===== config.mk =====
export PLATFORM = sky130hd
export DESIGN_NAME = mem_req_ctrl
export DESIGN_NICKNAME = d
export VERILOG_FILES = /design/src/rtl/mem_req_pkg.sv /design/src/rtl/mem_lane_align.sv /design/src/rtl/mem_req_ctrl.sv
export SDC_FILE = /design/constraint.sdc
export NUM_CORES = 1
export LEC_CHECK = 0
export BUFFER_PORTS_ARGS = -buffer_cell sky130_fd_sc_hd__clkbuf_2
export CORE_ASPECT_RATIO = 1.25
export CORE_MARGIN = 2
export CORE_UTILIZATION = 45
export DETAILED_ROUTE_END_ITERATION = 8
export PLACE_DENSITY = 0.67
export SLEW_MARGIN = 30
export SYNTH_ARGS = -nofsm -noshare
export SYNTH_HDL_FRONTEND = slang
export SYNTH_SLANG_ARGS = --single-unit
export TNS_END_PERCENT = 5

===== constraint.sdc =====
create_clock -name clk_i -period 2.89 [get_ports clk_i]
set_clock_uncertainty 0.2 [all_clocks]
set_input_delay 0.4335 -clock clk_i [delete_from_list [all_inputs] [get_ports clk_i]]
set_output_delay 0.4335 -clock clk_i [all_outputs]
set_load 0.01 [all_outputs]

===== src/rtl/mem_req_pkg.sv =====
// Shared types and lane helpers for the memory request controller.
package mem_req_pkg;

  typedef enum logic [1:0] {
    SZ_BYTE = 2'd0,
    SZ_HALF = 2'd1,
    SZ_WORD = 2'd2,
    SZ_BAD  = 2'd3
  } size_e;

  typedef enum logic [2:0] {
    IDLE,
    RD,
    WR,
    RMW_RD,
    RMW_WR,
    RESP
  } state_e;

  function automatic logic [7:0] lane_byte(input logic [31:0] w, input logic [1:0] lane);
    return w[{lane, 3'b000} +: 8];
  endfunction

  function automatic logic [15:0] lane_half(input logic [31:0] w, input logic hi);
    return w[{hi, 4'b0000} +: 16];
  endfunction

  function automatic logic misaligned(input size_e sz, input logic [1:0] a);
    case (sz)
      SZ_HALF: return a[0];
      SZ_WORD: return a != 2'b00;
      default: return 1'b0;
    endcase
  endfunction

endpackage


===== src/rtl/mem_lane_align.sv =====
// Combinational lane logic: load extract/extend and sub-word store merge.
module mem_lane_align
  import mem_req_pkg::*;
(
  input  logic [1:0]  lane,
  input  size_e       size,
  input  logic        zext,
  input  logic [31:0] rd_word,
  input  logic [31:0] st_data,
  output logic [31:0] ld_data,
  output logic [31:0] merged
);

  logic [7:0]  b;
  logic [15:0] h;

  assign b = lane_byte(rd_word, lane);
  assign h = lane_half(rd_word, lane[1]);

  always_comb begin
    ld_data = rd_word;
    merged  = rd_word;
    case (size)
      SZ_BYTE: begin
        ld_data = {{24{b[7] & ~zext}}, b};
        merged[{lane, 3'b000} +: 8] = st_data[7:0];
      end
      SZ_HALF: begin
        ld_data = {{16{h[15] & ~zext}}, h};
        merged[{lane[1], 4'b0000} +: 16] = st_data[15:0];
      end
      default: merged = st_data;
    endcase
  end

endmodule


===== src/rtl/mem_req_ctrl.sv =====
// Load/store initiator for a single-port busy/stall memory; sub-word stores use RMW.
// Optional busy timeout abort is compiled in with MEM_REQ_TIMEOUT_EN.
module mem_req_ctrl
  import mem_req_pkg::*;
#(
  parameter int unsigned TIMEOUT_CYCLES = 16,
  parameter logic [31:0] MEM_BYTES      = 32'h10000
) (
  input  logic        clk_i,
  input  logic        rst_n_i,
  input  logic        req_valid_i,
  output logic        req_ready_o,
  input  logic        req_we_i,
  input  logic [1:0]  req_size_i,
  input  logic        req_unsigned_i,
  input  logic [31:0] req_addr_i,
  input  logic [31:0] req_wdata_i,
  output logic        resp_valid_o,
  output logic [31:0] resp_rdata_o,
  output logic        resp_err_o,
  output logic        mem_en_o,
  output logic        mem_wen_o,
  output logic [31:0] mem_addr_o,
  output logic [31:0] mem_wdata_o,
  input  logic [31:0] mem_rdata_i,
  input  logic        mem_busy_i
);

  state_e      state;
  size_e       size_q, req_size;
  logic [31:0] addr_q, wdata_q, mem_wdata_q, resp_rdata_q;
  logic        zext_q, ready_q, en_q, resp_valid_q, resp_err_q;
  logic        req_bad, tmo_hit, wr_state;
  logic [31:0] ld_data, merged;

  assign req_size = size_e'(req_size_i);
  assign req_bad  = (req_size == SZ_BAD) || misaligned(req_size, req_addr_i[1:0]) ||
                    (req_addr_i >= MEM_BYTES);

  mem_lane_align u_align (
    .lane    (addr_q[1:0]),
    .size    (size_q),
    .zext    (zext_q),
    .rd_word (mem_rdata_i),
    .st_data (wdata_q),
    .ld_data (ld_data),
    .merged  (merged)
  );

`ifdef MEM_REQ_TIMEOUT_EN
  localparam int CW = $clog2(TIMEOUT_CYCLES + 2);
  logic [CW-1:0] tmo_cnt;
  logic          in_mem;

  assign in_mem = (state == RD) || (state == WR) || (state == RMW_RD) || (state == RMW_WR);

  always_ff @(posedge clk_i or negedge rst_n_i) begin
    if (!rst_n_i)                tmo_cnt <= '0;
    else if (in_mem && mem_busy_i) tmo_cnt <= tmo_cnt + 1'b1;
    else                         tmo_cnt <= '0;
  end

  assign tmo_hit = in_mem && (tmo_cnt == CW'(TIMEOUT_CYCLES));
`else
  assign tmo_hit = 1'b0 && (TIMEOUT_CYCLES != 0);
`endif

  // Write strobe is gated combinationally so the commit edge is the first non-busy one.
  assign wr_state = (state == WR) || (state == RMW_WR);
  assign mem_wen_o = wr_state && !mem_busy_i && !tmo_hit;

  assign req_ready_o  = ready_q;
  assign mem_en_o     = en_q;
  assign mem_addr_o   = {addr_q[31:2], 2'b00};
  assign mem_wdata_o  = mem_wdata_q;
  assign resp_valid_o = resp_valid_q;
  assign resp_err_o   = resp_err_q;
  assign resp_rdata_o = resp_rdata_q;

  always_ff @(posedge clk_i or negedge rst_n_i) begin
    if (!rst_n_i) begin
      state        <= IDLE;
      ready_q      <= 1'b1;
      en_q         <= 1'b0;
      resp_valid_q <= 1'b0;
      resp_err_q   <= 1'b0;
      resp_rdata_q <= '0;
      addr_q       <= '0;
      size_q       <= SZ_BYTE;
      zext_q       <= 1'b0;
      wdata_q      <= '0;
      mem_wdata_q  <= '0;
    end else begin
      resp_valid_q <= 1'b0;
      case (state)
        IDLE: if (req_valid_i) begin
          addr_q  <= req_addr_i;
          size_q  <= req_size;
          zext_q  <= req_unsigned_i;
          wdata_q <= req_wdata_i;
          ready_q <= 1'b0;
          if (req_bad) begin
            state        <= RESP;
            resp_valid_q <= 1'b1;
            resp_err_q   <= 1'b1;
          end else begin
            en_q        <= 1'b1;
            mem_wdata_q <= req_wdata_i;
            if (!req_we_i)                state <= RD;
            else if (req_size == SZ_WORD) state <= WR;
            else                          state <= RMW_RD;
          end
        end
        RD, RMW_RD: begin
          if (tmo_hit) begin
            state        <= RESP;
            en_q         <= 1'b0;
            resp_valid_q <= 1'b1;
            resp_err_q   <= 1'b1;
          end else if (!mem_busy_i) begin
            if (state == RD) begin
              state        <= RESP;
              en_q         <= 1'b0;
              resp_valid_q <= 1'b1;
              resp_rdata_q <= ld_data;
            end else begin
              // Address stays put into RMW_WR so the memory sees no new-address stall.
              state       <= RMW_WR;
              mem_wdata_q <= merged;
            end
          end
        end
        WR, RMW_WR: begin
          if (tmo_hit) begin
            state        <= RESP;
            en_q         <= 1'b0;
            resp_valid_q <= 1'b1;
            resp_err_q   <= 1'b1;
          end else if (!mem_busy_i) begin
            state        <= RESP;
            en_q         <= 1'b0;
            resp_valid_q <= 1'b1;
          end
        end
        RESP: begin
          state        <= IDLE;
          ready_q      <= 1'b1;
          resp_err_q   <= 1'b0;
          resp_rdata_q <= '0;
        end
        default: begin
          state   <= IDLE;
          ready_q <= 1'b1;
          en_q    <= 1'b0;
        end
      endcase
    end
  end

endmodule


==> results.md <==
* Initial antenna violation count at 0
* F_max at between 300 and 400 MHz
* Slew @ Worst Pin at about 0.80 ns
* Post-DP HPWL at around 17000 um
* TritonCTS clock tree: done
* Final Max Tran Viols at 0
* Reg power frac at 33.3%
* Switching portion of total power at between 30 and 40%
* Routed WL per cell at 18.9 um
* Crit path time final at around 2.5 ns
* Syn_area_per_cell at a little over 9 sq um
* Crit path buf inv count at 2
* CP Max Fanout at 14
* Area growth from synthesis to layout at 23.4%
* Clk pwr share at between 20% and 30%
* Leak at between 0.004 and 0.005 uW
* Longest Clk Path Bufs at 2
* Crit-path most repeated cell: buf_4
* CP Data Arrival Time at approximately 2.6 ns
* Post-synthesis sequential area ratio at roughly 45%
* Final Setup Violations at 0
* Crit-path cells: buf_4, ha_1, nor4bb_1, buf_4, a221o_1, a221oi_1, nor2_1, mux2_4
* ANT nets after route at 0
* GP Congestion at approximately 0.86
* Via Count at approximately 6900
* Worst Path Required at 2.99 ns
* Total Routing Usage GR at between 20% and 30%
* Comb power frac at 45.8%
* Global-route wire length before repair at about 37000 um
* Total routed wirelength at 23400 um
* Seq cells post-synth at approximately 140
* Cells after Synth at around 830
* Clock latency on the worst-skew pair at 0.43 ns
* Crit path max-delay cell type: dfrtp_1
* FP Rows at 53
* Largest net degree at the start of global routing at 50
* CP endpoint kind: flip-flop
* Htree depth at 4
* Port buffer count at slightly above 200
* Crit path largest cell delay at approximately 0.38 ns
* Die span in y at about 150 um
* Warnings, synthesis at 0
* Initial drt markers at 569
* Diodes inserted at 0
* Dpl cell area at around 0.009 sq mm
* DRC at 0
* Post-synth EDFFs at 0
* Post-route cell area at ~0.0095 sq mm
* Worst-path clk slew at roughly 0.06 ns
* Pre-antenna DRT Iters at 5
* Power per cell area at 1110 mW/mm^2
* Hold WC Path Type: primary input to flip-flop
* WS Path Type: flip-flop to flip-flop
* Slew Limit Headroom at around 46%
* Die area at 0.0182 sq mm
* Net Switching at between 4000 and 5000 uW
* RSZ-0062 raised after global routing: false
* Layout cells sized above 1 at 30.3%
* Total CTS buffers at 17
* Yosys cell types at 48
* Final Cycle Share at between 80 and 90%
* Vias in the first global route at 6662
* Top delay family on crit path: compound AO/OA/AOI/OAI gates
* Startpoint class of the critical path: flip-flop
* Highest ir drop seen on vdd at roughly 550 uV
* Total grt overflow at 0
* Final Hold Fails at 0
* Internal power at approximately 6300 uW
* Setup TNS at 0 ns
* Synth Cell Area at ~0.0077 sq mm
* Initial Util at a little under half
* I/O pin total at around 210
* Core region area at between 0.015 and 0.02 sq mm
* Die width at 121 um
* Synth Flop Type: dfrtp_1
* Post-synth ARST share at 100%
* Clk sinks at 138
* Status: finished clean
* Clock root buffer: clkbuf_16
* Max_cap viols at 0
* Post-DR vias/cell at between 5 and 6
* Nets at roughly 1100
[registers in the layout, summed over array words and instances (netlist names)]
signal	count
mem_en_o	1
size_q	2
mem_wdata_o	32
resp_valid_o	1
resp_err_o	1
req_ready_o	1
state	3
wdata_q	32
zext_q	1
resp_rdata_o	32
addr_q	32
[cells in the mapped netlist, types with 5 or more instances]
library cell | number | share of area (%)
o21ai_1 | 17 | 1.1
mux2_2 | 5 | 0.73
a22oi_1 | 8 | 0.78
dfrtp_1 | 137 | 45
a221o_1 | 31 | 4.0
o21a_1 | 8 | 0.78
nand2b_1 | 13 | 1.1
inv_1 | 15 | 0.73
ha_1 | 8 | 1.3
mux4_2 | 7 | 2.0
o21ai_0 | 15 | 0.97
nor3_1 | 6 | 0.39
o22ai_1 | 8 | 0.65
buf_1 | 5 | 0.24
a21oi_1 | 25 | 1.6
nor2b_1 | 6 | 0.49
clkbuf_1 | 35 | 1.7
buf_2 | 16 | 1.0
buf_4 | 33 | 3.2
a221oi_1 | 38 | 4.3
nor2_1 | 69 | 3.4
a31oi_1 | 11 | 0.89
mux2_4 | 29 | 5.7
mux2i_1 | 24 | 3.1
nand2_1 | 234 | 11
[metal layers]
metal	track usage, %	part of all wire (%)	routed length [um]	up-vias
met5	0	0	0	-
met4	12.1	3.7	873	0
met3	7.77	9.1	2120	48
met2	40.9	47	10900	346
met1	33.9	41	9470	3294
li1	-	-	-	3216
[power groups by stage]
stage | combinational [uW] | clock [uW] | sequential (uW)
global placement | 4730 | 0 | 3510
finish | 4840 | 2200 | 3520
detailed placement | 4810 | 0 | 3510
global route | 5340 | 2320 | 3620
floorplan | 3410 | 0 | 3480
CTS | 4840 | 2240 | 3510
[final cells by class]
| cell class | instances | area [sq um] |
|---|---|---|
| Sequential cell | 138 | 3460 |
| Clock inverter | 6 | 85.1 |
| Fill cell | 1544 | 7270 |
| Clock buffer | 26 | 509 |
| Timing Repair Buffer | 242 | 1420 |
| Tap cell | 220 | 275 |
| Inverter | 16 | 60.1 |
| Multi-Input combinational cell | 589 | 3700 |
[path summary, 6_finish.rpt]
| path | start | to | slack (ns) | cells past startpoint |
|---|---|---|---|---|
| worst max-delay path | addr_q[0] | mem_wdata_o[28] | 0.37 | 8 |
| worst min-delay path | req_addr_i[22] | addr_q[22] | 0.01 | 3 |
| worst max register to register | addr_q[0] | mem_wdata_o[28] | 0.37 | 8 |
| worst min register to register | addr_q[3] | addr_q[3] | 0.28 | 2 |
| max in group asynchronous | rst_n_i | mem_wdata_o[21] | 1.49 | 3 |
| min in group asynchronous | rst_n_i | resp_rdata_o[8] | 0.31 | 2 |
[cells in the final DEF (no fill, tap or decap), types with 8 or more instances in the layout]
cell	netlist	routed
nand2_1	234	233
clkbuf_2	0	201
dfrtp_1	137	136
nor2_1	69	68
a221oi_1	38	38
a221o_1	31	31
mux2_4	29	29
a21oi_1	25	25
mux2i_1	24	24
buf_4	33	19
o21ai_1	17	17
clkbuf_16	0	17
dlygate4sd3_1	0	16
inv_1	15	15
o21ai_0	15	15
nand2b_1	13	13
a31oi_1	11	11
o22ai_1	8	8
a22oi_1	8	8
o21a_1	8	8
ha_1	8	8
[metrics by stage]
step	hold slack (ns)	std cells	worst slack (ns)	total power (uW)	util, %
3_3_place_gp	0.192	1189	0.352	8240	52.1
2_1_floorplan	-0.0621	835	0.285	6900	-
4_1_cts	0.0000600	1237	0.378	10600	56.6
5_1_grt	0.0106	1237	0.242	11300	56.6
3_5_place_dp	0.190	1189	0.283	8310	52.1
6_report	0.0138	1237	0.370	10600	56.6
[worst min-delay path, cell delays in order]
cell,delay [ns]
clkbuf_2,0.09
nand2_1,0.04
nand2_1,0.05
[cell families (layout without fill, tap and decap cells)]
kind of cell | count (synthesis) | after routing | share of synthesized area (%)
and+or+nand+nor | 344 | 344 | 18.7
AOI/OAI and AO/OA | 169 | 169 | 16.0
DFF | 138 | 138 | 44.9
buffers and inverters | 108 | 290 | 7.42
muxes | 65 | 65 | 11.5
adders and majority gates | 8 | 8 | 1.30
other | 1 | 2 | 0.0487
xor gates and xnor gates | 1 | 1 | 0.114
[timing repair]
| item | CTS | global route |
|---|---|---|
| hold endpoints to repair | 57 | 0 |
| setup buffers | 0 | 0 |
| hold buffers | 16 | 0 |
| gates resized for setup | 0 | 0 |
(Power assumes the default switching activity.)
